### config.mk
export PLATFORM = sky130hd
export DESIGN_NAME = fb_mem_arbiter
export DESIGN_NICKNAME = d
export VERILOG_FILES = /design/src/rtl/fb_mem_arbiter.sv
export SDC_FILE = /design/constraint.sdc
export NUM_CORES = 1
export LEC_CHECK = 0
export CAP_MARGIN = 10
export CORE_MARGIN = 2
export CORE_UTILIZATION = 37
export CTS_CLUSTER_SIZE = 28
export DETAILED_ROUTE_END_ITERATION = 12
export PLACE_DENSITY = 0.76
export REMOVE_ABC_BUFFERS = 1
export SYNTH_ARGS = -nofsm -noshare
export SYNTH_HDL_FRONTEND = slang
export SYNTH_SLANG_ARGS = --single-unit
### constraint.sdc
create_clock -name CLOCK_50 -period 2.2 [get_ports CLOCK_50]
set_input_delay 0.44 -clock CLOCK_50 [delete_from_list [all_inputs] [get_ports CLOCK_50]]
set_output_delay 0.44 -clock CLOCK_50 [all_outputs]
set_load 0.01 [all_outputs]
### src/rtl/fb_mem_arbiter.sv
// Single-port framebuffer RAM arbiter: VGA scanout bursts take fixed priority,
// and the drawing engine and CPU reads share the remaining cycles round-robin.
module fb_mem_arbiter #(
    parameter int ADDR_W    = 19,
    parameter int DATA_W    = 24,
    parameter int BURST_LEN = 16,
    parameter int RAM_LAT   = 2
) (
    input  logic              CLOCK_50,
    input  logic              RESET_N,
    input  logic              scan_req,
    input  logic [ADDR_W-1:0] scan_addr,
    output logic              scan_gnt,
    output logic              scan_rvalid,
    output logic [DATA_W-1:0] scan_rdata,
    output logic              scan_done,
    input  logic              draw_valid,
    input  logic [ADDR_W-1:0] draw_addr,
    input  logic [DATA_W-1:0] draw_data,
    output logic              draw_ready,
    input  logic              cpu_valid,
    input  logic [ADDR_W-1:0] cpu_addr,
    output logic              cpu_ready,
    output logic              cpu_rvalid,
    output logic [DATA_W-1:0] cpu_rdata,
    output logic              ram_en,
    output logic              ram_we,
    output logic [ADDR_W-1:0] ram_addr,
    output logic [DATA_W-1:0] ram_wdata,
    input  logic [DATA_W-1:0] ram_rdata
);

    localparam int CNT_W = $clog2(BURST_LEN);

    typedef enum logic {IDLE, SCAN} state_t;

    state_t              state, next_state;
    logic [CNT_W-1:0]    count;
    logic [ADDR_W-1:0]   base;
    logic                rr_cpu;
    logic [2:0]          issue_tag;   // {scan, cpu, last}
    logic [2:0]          tag_pipe [RAM_LAT];
    logic [2:0]          tag_out;
    logic [DATA_W-1:0]   scan_hold;
    logic [DATA_W-1:0]   cpu_hold;

    // Grants are combinational so the RAM access lands in the decision cycle;
    // gating with RESET_N keeps every output low while reset is held.
    always_comb begin
        next_state = state;
        scan_gnt   = 1'b0;
        draw_ready = 1'b0;
        cpu_ready  = 1'b0;
        ram_en     = 1'b0;
        ram_we     = 1'b0;
        ram_addr   = '0;
        ram_wdata  = '0;
        issue_tag  = '0;
        if (RESET_N) begin
            case (state)
                IDLE: begin
                    if (scan_req) begin
                        scan_gnt   = 1'b1;
                        ram_en     = 1'b1;
                        ram_addr   = scan_addr;
                        issue_tag  = 3'b100;
                        next_state = SCAN;
                    end else if (draw_valid && (!cpu_valid || !rr_cpu)) begin
                        draw_ready = 1'b1;
                        ram_en     = 1'b1;
                        ram_we     = 1'b1;
                        ram_addr   = draw_addr;
                        ram_wdata  = draw_data;
                    end else if (cpu_valid) begin
                        cpu_ready  = 1'b1;
                        ram_en     = 1'b1;
                        ram_addr   = cpu_addr;
                        issue_tag  = 3'b010;
                    end
                end
                SCAN: begin
                    ram_en    = 1'b1;
                    ram_addr  = base + ADDR_W'(count);
                    issue_tag = 3'b100;
                    if (count == CNT_W'(BURST_LEN - 1)) begin
                        issue_tag[0] = 1'b1;
                        next_state   = IDLE;
                    end
                end
                default: next_state = IDLE;
            endcase
        end
    end

    always_ff @(posedge CLOCK_50 or negedge RESET_N) begin
        if (!RESET_N) begin
            state     <= IDLE;
            count     <= '0;
            base      <= '0;
            rr_cpu    <= 1'b0;
            scan_hold <= '0;
            cpu_hold  <= '0;
            for (int unsigned i = 0; i < RAM_LAT; i++) tag_pipe[i] <= '0;
        end else begin
            state <= next_state;
            if (scan_gnt) begin
                base  <= scan_addr;
                count <= CNT_W'(1);
            end else if (state == SCAN) begin
                count <= count + CNT_W'(1);
            end
            if (draw_ready || cpu_ready) rr_cpu <= ~rr_cpu;
            tag_pipe[0] <= issue_tag;
            for (int unsigned i = 1; i < RAM_LAT; i++) tag_pipe[i] <= tag_pipe[i-1];
            if (scan_rvalid) scan_hold <= ram_rdata;
            if (cpu_rvalid)  cpu_hold  <= ram_rdata;
        end
    end

    assign tag_out     = tag_pipe[RAM_LAT-1];
    assign scan_rvalid = tag_out[2];
    assign scan_done   = tag_out[2] & tag_out[0];
    assign cpu_rvalid  = tag_out[1];
    assign scan_rdata  = scan_rvalid ? ram_rdata : scan_hold;
    assign cpu_rdata   = cpu_rvalid ? ram_rdata : cpu_hold;

endmodule

# == Word-level counts from Yosys, hierarchy flattened ==
# Index checks and enable logic that the tools add are counted.
# totals
regBits,79
out_inout_bits,99
elab_cells,57
# classes
n_addsub,2
n_eq_ne,1
mux,37
bitwise_logic,3
reduce_logical,6
# ops
op,n
$mux 24,6
$mux 19,4
$pmux 19 s2,1
$add 19x4->19,1
$mux 1,17
$mux 4,2
$mux 3,2
$pmux 3 s2,1
$add 4x1->4 const B,1
$eq 4x4->1 const B,1
$mux 2,2
$pmux 1 s2,2
$logic_not 1->1,2
$logic_or 1x1->1,2
$not 1->1,2
$reduce_bool 2->1,1
$and 1x1->1,1
$logic_and 1x1->1,1

# == Depth between registers and ports, before layout ==
# depth
word_depth,8
ltp_mapped,8

# == Worst setup path before layout ==
# No wires, ideal clock.
# synth_path
path_kind,register to output
start,reg count[0]
end,out ram_addr[16]
arrival_ns,1.979
required_ns,1.760
slack_ns,-0.219
path_stages_with_launch,8
path_buffers,0
cell_sequence,dfrtp_1 -> ha_1 -> fa_1 -> a211oi_2 -> nor2_2 -> nand4_1 -> xor2_1 -> a211oi_1
# synth_via
elab_chain_len,3
# synth_lines
item,line,text
"start, declared",38,logic [CNT_W-1:0] count;
"start signal, assigned",110,count <= count + CNT_W'(1);
$add 19x4->19,83,ram_addr = base + ADDR_W'(count);
$pmux 19 s2,60,case (state)
$mux 19,59,if (RESET_N) begin
"end, declared",28,"output logic [ADDR_W-1:0] ram_addr,"
# No other way between the ends.

# == Worst setup path after layout ==
# layout_path
start,reg count[0]
end,out ram_addr[6]
# Same word-level chain as after synthesis.

==> metrics <==
status complete, but fails checks; violated checks setup timing; Post-DP HPWL between 10000 and 15000 um; synth cell count leaders dfrtp_1 (79), nand2_1 (76), mux2_2 (48); Worst Setup SP count[0]; Ports around 210; die height approximately 110 um; critical path's slowest cell dfrtp_1; max cap viols 0; area grow syn2layout 84.4%; synthesized instance count about 420; Worst EP arrival roughly 2300 ps; initial cell density of the core about two fifths; Slew @ Worst Pin roughly 650 ps; Yosys reg bits 79; Clock power frac between 15 and 20%; R2R cell count 6; Wirelength per Cell approximately 19 um; unrepaired setup endpoints after global routing true; H-tree levels 3; total power between 8 and 9 mW; worst skew pair latency about 330 ps; drc violations 0; Sw Share a little over a third; Synth area leader dfrtp_1; Min-Delay Path Class input port to asynchronous set/reset pin; Register-to-Register Setup Slack approximately 770 ps; GRT Util Overall 25.2%; number of global-route vias before repair roughly 4.7k; vias between 4k and 5k; WP data required ~1800 ps; PD cells around 1100 nW/um2; TritonCTS clock tree yes; share of cells above drive strength 1 between 30 and 40%; Fin Hold WS between 100 and 150 ps; Post-synth ARST share 100%; final hold violations 0; Primary FF master, synth dfrtp_1; Die Width 111 um; total gr overflow 0; clock buffer depth 2; largest net degree at the start of global routing between 50 and 60; Max-slew headroom between 50% and 60%; Yosys cell types 47; Bufs and invs on worst path 2; combinational power share between 50% and 60%; critical path's top delay family adder cells; Yosys Warn Count 0; mapped cell area 4200 um2; NetSw 3.08 mW; Antenna diodes 0; Final #Nets around 800; Final min period 2770 ps; synth top area cells dfrtp_1 (47%), mux2_2 (13%), nand2_1 (6.8%); CP max FO 5; vias per cell around 5.3; Crit Path Class flip-flop to primary output; TritonRoute pass-1 iters 5; Routed WL 16300 um; global-route wire length before repair between 20000 and 25000 um; CTS buffer count 9; max incr delay on CP ~400 ps; Total Die Area ~12000 um2; final setup fails 42; Critical Path Start Type flip-flop; Port Buf Inserts 208; Final Max Tran Viols 0; Final ANT Viol Nets 0; Post-synth EDFFs 0; Reg clk slew, reported paths roughly 60 ps; row cnt 38; Worst setup EP type primary output; sequential power share between 20% and 30%; P_leak 3.61 nW; most common cell in the netlist dfrtp_1; post-synth top area share ~47%; clock root buffer clkbuf_16; CTS sink cnt 79; internal power between 5 and 6 mW; Syn Area/Cell 10.0 um2; CP Cell Sequence ha_4 -> fa_2 -> a211oi_4 -> nor2_2 -> buf_4 -> nand2_1 -> xor2_1 -> o22ai_1 -> buf_2; number of fill cells 791; worst vdd ir just over 0.0005 V; slack of the critical path -568 ps; sequential area share after synthesis between 40% and 50%; reg2reg end base[9]; crit share post-route 126%; initial antenna violation count 0; Worst Clk Skew around 3.1 ps; Fmax between 300 and 400 MHz; initial DRC count about 270; Final GP Congestion 0.885; Worst R2R Start state; pre-CTS setup slack -761 ps; Core Area 10900 um2
[power groups by stage]
stage	sequential, mW	combinational [mW]	clock (mW)
floorplan	2.28	1.62	0
global placement	2.21	3.73	0
detailed placement	2.24	3.81	0
CTS	2.25	4.01	1.51
global route	2.34	5.00	1.58
finish	2.28	4.69	1.48
[through the flow]
step | instances | util [%] | cell area [um2] | TNS, ps
2_1_floorplan | 391 | - | 4030 | -10210
3_3_place_gp | 800 | 62.0 | 6780 | -30190
3_5_place_dp | 800 | 62.0 | 6780 | -31920
4_1_cts | 840 | 67.1 | 7340 | -6540
5_1_grt | 853 | 70.8 | 7740 | -11940
6_report | 853 | 70.8 | 7740 | -8480
[layout make-up]
class	instances	area, um2	share of cell area, %
Inverter	7	26.3	0.339
Clock buffer	11	243	3.14
Clock inverter	5	57.6	0.743
Sequential cell	79	1980	25.6
Tap cell	140	175	2.26
Timing Repair Buffer	306	2870	37.1
Multi-Input combinational cell	305	2380	30.8
[per-layer routing]
metal / GRT usage [%] / vias to the layer above / part of all wire (%)
met5: 0 / - / 0
met1: 30.1 / 2156 / 40
met2: 44.5 / 253 / 51
met3: 5.65 / 35 / 7.0
met4: 8.75 / 0 / 2.7
li1: - / 2042 / -
[state kept, by name, summed over array words and instances (netlist names)]
register	flops
base	19
tag_pipe	3
count	4
cpu_hold	24
scan_hold	24
state	1
rr_cpu	1
tag_out	3
[logic make-up after synthesis]
family	Yosys count	synth area share [%]
and+or+nand+nor	154	17.6
muxes	49	13.1
xor gates and xnor gates	17	3.55
DFF	79	47.1
AOI/OAI and AO/OA	79	12.1
adders and majority gates	6	1.97
buffers and inverters	35	4.59
[placed cells by master, fill, tap and decap left out, types with 6 or more instances in the layout]
cell | netlist | layout
clkdlybuf4s50_1 | 0 | 108
buf_4 | 2 | 75
nand2_1 | 76 | 73
dfrtp_1 | 79 | 73
dlygate4sd2_1 | 0 | 49
mux2_2 | 48 | 48
buf_6 | 1 | 36
a21oi_1 | 25 | 23
buf_2 | 13 | 23
and2_4 | 0 | 22
nand3_1 | 21 | 15
nor2_1 | 12 | 11
o21ai_0 | 15 | 11
clkbuf_16 | 0 | 11
a32oi_1 | 9 | 8
xor2_1 | 12 | 8
inv_1 | 6 | 6
a211oi_1 | 11 | 6
dfrtp_2 | 0 | 6
[how the worst max path moves through the flow]
stage                              end  slack, ps  cells after the start
after floorplan           ram_wdata[0]       -370                      3
after global placement     ram_addr[9]       -760                      7
after detailed placement  ram_addr[17]       -760                      9
after CTS                  ram_addr[8]       -490                      9
after global routing      ram_addr[10]       -670                      8
final                      ram_addr[6]       -570                      9
[repair_timing]
item / 4_1_cts / 5_1_grt
hold buffers: 1 / 0
resized for setup: 269 / 96
cloned: 3 / 2
setup buffers: 20 / 13
pin swaps: 33 / 39
setup endpoints to repair: 94 / 45
endpoints found under the hold margin: 1 / 0
Note: power is estimated with default switching activity, not from simulation.
